File: config.mk
export PLATFORM = sky130hd
export DESIGN_NAME = plugin_pixel_stream_gray
export DESIGN_NICKNAME = d
export VERILOG_FILES = /design/src/rtl/plugin_pixel_stream_gray.sv
export SDC_FILE = /design/constraint.sdc
export NUM_CORES = 1
export LEC_CHECK = 0
export CELL_PAD_IN_SITES_DETAIL_PLACEMENT = 1
export CELL_PAD_IN_SITES_GLOBAL_PLACEMENT = 2
export CORE_ASPECT_RATIO = 1.1
export CORE_UTILIZATION = 32
export DETAILED_ROUTE_END_ITERATION = 12
export PLACE_DENSITY_LB_ADDON = 0.08
export SETUP_SLACK_MARGIN = 0.3
export SKIP_CTS_REPAIR_TIMING = 1
export SLEW_MARGIN = 25
export SYNTH_ARGS = -nofsm -noshare
export SYNTH_HDL_FRONTEND = slang
export SYNTH_SLANG_ARGS = --single-unit
File: constraint.sdc
create_clock -name clk -period 9.2 [get_ports clk]
set_input_delay 1.38 -clock clk [delete_from_list [all_inputs] [get_ports clk]]
set_output_delay 1.38 -clock clk [all_outputs]
set_load 0.02 [all_outputs]
File: src/rtl/plugin_pixel_stream_gray.sv
// Streaming RGB-to-grayscale converter with a 2-stage valid/ready pipeline
// and a start/busy/done job handshake over a programmed pixel count.
module plugin_pixel_stream_gray #(
    parameter int CH_W    = 8,
    parameter int COUNT_W = 16
) (
    input  logic                clk,
    input  logic                reset,
    input  logic                start,
    input  logic [1:0]          mode,
    input  logic [CH_W-1:0]     threshold,
    input  logic [COUNT_W-1:0]  pixel_count,
    input  logic                in_valid,
    output logic                in_ready,
    input  logic [4*CH_W-1:0]   in_pixel,
    output logic                out_valid,
    input  logic                out_ready,
    output logic [4*CH_W-1:0]   out_pixel,
    output logic                busy,
    output logic                done
);

    localparam logic [1:0] IDLE = 2'd0;
    localparam logic [1:0] RUN  = 2'd1;
    localparam logic [1:0] DONE = 2'd2;

    localparam int SUM_W  = CH_W + 2;
    localparam int LUMA_W = CH_W + 8;

    logic [1:0]         state;
    logic [1:0]         mode_q;
    logic [CH_W-1:0]    thr_q;
    logic [COUNT_W-1:0] cnt_q;
    logic [COUNT_W-1:0] in_cnt;
    logic [COUNT_W-1:0] out_cnt;

    logic               vld_p1;
    logic               vld_p2;
    logic [CH_W-1:0]    y_avg_p1;
    logic [CH_W-1:0]    y_g2_p1;
    logic [CH_W-1:0]    y_luma_p1;
    logic [4*CH_W-1:0]  pix_p2;

    logic [CH_W-1:0]    r;
    logic [CH_W-1:0]    g;
    logic [CH_W-1:0]    b;
    logic [SUM_W-1:0]   sum_avg;
    logic [SUM_W-1:0]   sum_g2;
    logic [LUMA_W-1:0]  luma;
    logic [CH_W-1:0]    y_sel;
    logic               unused_bits;

    logic ld_p1;
    logic ld_p2;
    logic start_ok;
    logic in_fire;
    logic out_fire;

    // Picks the final luminance from the precomputed stage-1 candidates.
    function automatic logic [CH_W-1:0] select_y(
        input logic [1:0]      m,
        input logic [CH_W-1:0] thr,
        input logic [CH_W-1:0] ya,
        input logic [CH_W-1:0] yg,
        input logic [CH_W-1:0] yl
    );
        case (m)
            2'd0:    return ya;
            2'd1:    return yg;
            2'd2:    return yl;
            default: return (yl >= thr) ? {CH_W{1'b1}} : {CH_W{1'b0}};
        endcase
    endfunction

    assign r = in_pixel[4*CH_W-1 -: CH_W];
    assign g = in_pixel[3*CH_W-1 -: CH_W];
    assign b = in_pixel[2*CH_W-1 -: CH_W];

    assign sum_avg = SUM_W'(r) + SUM_W'(g) + SUM_W'(b);
    assign sum_g2  = SUM_W'(r) + (SUM_W'(g) << 1) + SUM_W'(b);
    assign luma    = LUMA_W'(77) * LUMA_W'(r) + LUMA_W'(150) * LUMA_W'(g)
                   + LUMA_W'(29) * LUMA_W'(b);

    assign unused_bits = ^{in_pixel[CH_W-1:0], sum_avg[1:0], sum_g2[1:0], luma[7:0]};

    assign ld_p2    = !vld_p2 || out_ready;
    assign ld_p1    = !vld_p1 || ld_p2;
    assign start_ok = (state == IDLE) && start;
    assign in_ready = (state == RUN) && (in_cnt < cnt_q) && ld_p1;
    assign in_fire  = in_valid && in_ready;
    assign out_fire = vld_p2 && out_ready;

    assign out_valid = vld_p2;
    assign out_pixel = pix_p2;
    assign busy      = (state == RUN);
    assign done      = (state == DONE);
    assign y_sel     = select_y(mode_q, thr_q, y_avg_p1, y_g2_p1, y_luma_p1);

    always_ff @(posedge clk) begin
        if (reset) begin
            state   <= IDLE;
            in_cnt  <= '0;
            out_cnt <= '0;
        end else begin
            case (state)
                IDLE: begin
                    if (start) begin
                        in_cnt  <= '0;
                        out_cnt <= '0;
                        state   <= (pixel_count != '0) ? RUN : DONE;
                    end
                end
                RUN: begin
                    if (in_fire) in_cnt <= in_cnt + COUNT_W'(1);
                    if (out_fire) begin
                        out_cnt <= out_cnt + COUNT_W'(1);
                        if (out_cnt == cnt_q - COUNT_W'(1)) state <= DONE;
                    end
                end
                DONE:    state <= IDLE;
                default: state <= IDLE;
            endcase
        end
    end

    // Job configuration is captured once so port changes mid-job have no effect.
    always_ff @(posedge clk) begin
        if (start_ok) begin
            mode_q <= mode;
            thr_q  <= threshold;
            cnt_q  <= pixel_count;
        end
    end

    // Stage 1: channel sums already shifted down to channel width.
    always_ff @(posedge clk) begin
        if (reset) begin
            vld_p1 <= 1'b0;
        end else if (ld_p1) begin
            vld_p1 <= in_fire;
        end
    end

    always_ff @(posedge clk) begin
        if (ld_p1 && in_fire) begin
            y_avg_p1  <= sum_avg[SUM_W-1:2];
            y_g2_p1   <= sum_g2[SUM_W-1:2];
            y_luma_p1 <= luma[LUMA_W-1:8];
        end
    end

    // Stage 2: final Y replicated into the output word.
    always_ff @(posedge clk) begin
        if (reset) begin
            vld_p2 <= 1'b0;
            pix_p2 <= '0;
        end else if (ld_p2) begin
            vld_p2 <= vld_p1;
            if (vld_p1) pix_p2 <= {y_sel, y_sel, y_sel, {CH_W{1'b0}}};
        end
    end

endmodule
==> flow_metrics.py, run 1 <==
metrics = {
    "status": {
        "outcome": "finished clean",
    },
    "place": {
        "dpl_cell_area_um2": 9860,
        "gp_congestion": 0.790,
        "portBuffers": 82,
        "post-dp-hpwl_um": 18500,
    },
    "timing": {
        "finalHoldViolCount": 0,
        "fmax_mhz": 125,
        "rsz0062_at_grt": "false",
        "fin_crit_sh_pct": 87.1,
        "setup_viol": 0,
        "setup_tns_ns": 0,
        "relSlewSlack_pct": 39.4,
        "clock_skew_ns": 0.0112,
        "fin_crit_ns": 8.01,
        "drv_slew": 0,
        "worst_slew_pin_slew_ns": 0.908,
    },
    "synth": {
        "ys_seq_area_share_pct": 27.1,
        "synth_area_um2": 8780,
        "ys_types": 65,
        "synth_top_area_cell": "ha_1",
        "synth_most_common_cell": "ha_1",
        "yosysWarnings": 0,
        "async_flop_share_pct": 0,
        "synthTopCellsByCount": "ha_1 (124), inv_1 (120), fa_1 (71)",
        "synth.ff_latch_count": 94,
        "synth_ff_type": "edfxtp_1",
        "syn_avg_cell_area_um2": 10.1,
        "yosysTopAreaCellShare_pct": 17.7,
        "synthTopCellsByArea": "ha_1 (18%), edfxtp_1 (17%), fa_1 (16%), dfxtp_1 (10%), inv_1 (5.1%)",
        "netlist_instances": 869,
        "synth-edff-count": 50,
    },
    "global_route": {
        "grt_pass1_wl_um": 36200,
        "track_usage_pct": 16.5,
        "grt_use_met2_pct": 33.7,
        "grt-busiest-layer": "met2",
        "grt_overflow": 0,
        "grt_pass1_vias": 7046,
        "use_met1_pct": 17.7,
        "antenna_found_initial": 0,
        "grt_max_degree": 28,
        "use_met3_pct": 2.38,
    },
    "worst_setup_path": {
        "crit_start": "in_pixel[22]",
        "required_ns": 9.32,
        "path_buf_inv": 5,
        "crit_path_end_kind": "flip-flop",
        "cp-start-kind": "input pin",
        "critPathTopFamily": "adder cells",
        "cp.arrival_ns": 8.13,
        "reg2reg_depth": 9,
        "r2r_end": "y_g2_p1[0]",
        "ff2ff_setup_slack_ns": 6.07,
        "worst-path-max-fanout": 6,
        "crit_type": "in2reg",
        "crit_slowest_cell": "clkdlybuf4s50_1",
        "rr_startpoint": "cnt_q[5]",
        "max_stage_delay_ns": 0.73,
    },
    "hold_path": {
        "holdPathStages": 2,
        "hold_path.class": "reg2reg",
        "hp-start": "vld_p1",
        "min_to": "vld_p1",
    },
    "route": {
        "via_per_inst": 4.87,
        "routed_wl_um": 21900,
        "wl_per_cell_um": 16.9,
        "drtAntennaViolNets": 0,
        "drtIter0Drc": 202,
        "drc_errors": 0,
        "num_vias": 6319,
        "drtPass1Iterations": 4,
    },
    "power": {
        "total_power_uw": 2680,
        "leakage_uw": 0.00446,
        "p_per_area_nw_per_um2": 264,
        "vdd_drop_max_uv": 234,
    },
    "final_layout": {
        "final_nets": 1194,
        "multiInputGateArea_um2": 5710,
        "antenna_cells": 0,
        "syn_to_final_growth_pct": 15.6,
        "drive_above_1_share_pct": 4.99,
        "register_area_um2": 2380,
        "postLayoutCellArea_um2": 10200,
        "num-fill-cells": 3043,
    },
    "cts": {
        "cts_tree": "done",
        "clk_pin_slew_ns": 0.08,
        "numCtsBuffers": 9,
        "cts_sinks": 94,
        "worstSkewPairLatency_ns": 0.36,
        "htreeDepth": 3,
        "cts_buffer_depth": 2,
        "root_buffer": "clkbuf_16",
    },
    "die": {
        "die_h_um": 176,
        "pin_count": 99,
        "dieArea_um2": 28100,
        "initial_core_util_pct": 32.6,
        "core_um2": 27000,
        "rows": 63,
        "die_w_um": 160,
    },
    "job": {
        "maxCapViolCount": 0,
    },
}
==> final cells by class <==
type / instances / share of cell area, %
Clock buffer: 9 / 2.22
Clock inverter: 7 / 0.715
Inverter: 120 / 4.44
Multi-Input combinational cell: 623 / 56.2
Sequential cell: 94 / 23.5
Tap cell: 357 / 4.40
Timing Repair Buffer: 88 / 8.53
==> where the power goes <==
group	switching (µW)	leakage (µW)	internal (µW)	total [µW]
combinational	972	0.00349	728	1700
sequential	23.7	0.000825	572	596
clock	188	0.000145	194	382
==> how the worst max path moves through the flow <==
stage / end / depth (start not counted)
6_report: y_luma_p1[7] / 25
2_1_floorplan: y_luma_p1[7] / 24
4_1_cts: y_luma_p1[7] / 25
5_1_grt: y_luma_p1[7] / 25
3_3_place_gp: y_luma_p1[7] / 25
3_5_place_dp: y_luma_p1[7] / 25
==> metal layers <==
layer / wire length (µm) / up-vias
li1: - / 3091
met1: 8910 / 3156
met2: 12300 / 57
met3: 456 / 15
met4: 225 / 0
met5: 0 / -
==> cell usage in the layout (no fill, tap or decap), types with 10 or more instances in the layout <==
| master | netlist | final |
|---|---|---|
| a211oi_1 | 11 | 11 |
| a21o_1 | 14 | 14 |
| a21oi_1 | 44 | 44 |
| a31oi_1 | 10 | 10 |
| clkdlybuf4s50_1 | 0 | 82 |
| dfxtp_1 | 44 | 44 |
| edfxtp_1 | 50 | 50 |
| fa_1 | 71 | 71 |
| ha_1 | 124 | 124 |
| inv_1 | 120 | 120 |
| nand2_1 | 26 | 26 |
| nand3_1 | 20 | 20 |
| nand4_1 | 15 | 15 |
| nor2_1 | 60 | 59 |
| nor2b_1 | 16 | 16 |
| nor3_1 | 11 | 11 |
| o21ai_0 | 20 | 20 |
| xnor2_1 | 38 | 38 |
| xor2_1 | 29 | 29 |
==> registers in the layout, summed over array words and instances, names as in the netlist <==
name and flops:
mode_q 2, vld_p1 1, state 2, cnt_q 16, out_valid 1, out_cnt 16, y_luma_p1 8, in_cnt 16
y_avg_p1 8, y_g2_p1 8, out_pixel 8, thr_q 8
==> worst reg2reg max path, cell delays in order, from the launching register on <==
cell and delay [ns]:
edfxtp_1 0.48, inv_1 0.13, ha_1 0.34, a21o_1 0.17, a21o_1 0.18, a21oi_1 0.16, nor2_1 0.07, o21bai_1 0.22
nand3_1 0.26, inv_1 0.74
==> stage by stage <==
| stage | utilization [%] | worst slack, ns | hold slack, ns | cells |
|---|---|---|---|---|
| 2_1_floorplan | - | 2.12 | 0.454 | 876 |
| 3_3_place_gp | 36.6 | 0.806 | 0.476 | 1282 |
| 3_5_place_dp | 36.6 | 0.732 | 0.481 | 1282 |
| 4_1_cts | 37.7 | 1.12 | 0.492 | 1298 |
| 5_1_grt | 37.7 | 0.827 | 0.533 | 1298 |
| 6_report | 37.7 | 1.19 | 0.496 | 1298 |
==> kinds of logic after synthesis <==
logic type | count (synthesis) | synth area share [%]
AND/OR/NAND/NOR | 204 | 12.4
AO/OA/AOI/OAI | 140 | 10.7
buffers and inverters | 159 | 8.15
multiplexers | 9 | 1.03
adder cells (fa/ha/maj) | 195 | 33.9
XOR/XNOR | 67 | 6.68
other | 1 | 0.0427
flip-flops | 94 | 27.1
Note: power is estimated with default switching activity, not from simulation.
==> inputs of run 2 (changes only) <==
Settings changed: GPL_ROUTABILITY_DRIVEN set to 0.
==> results of run 2 <==
The final DEF is identical to that of run 1; final timing and power are the same.
==> inputs of run 3 (changes only) <==
Settings changed: HOLD_SLACK_MARGIN set to 0.15.
==> results of run 3 <==
The final DEF is identical to that of run 1; final timing and power are the same.
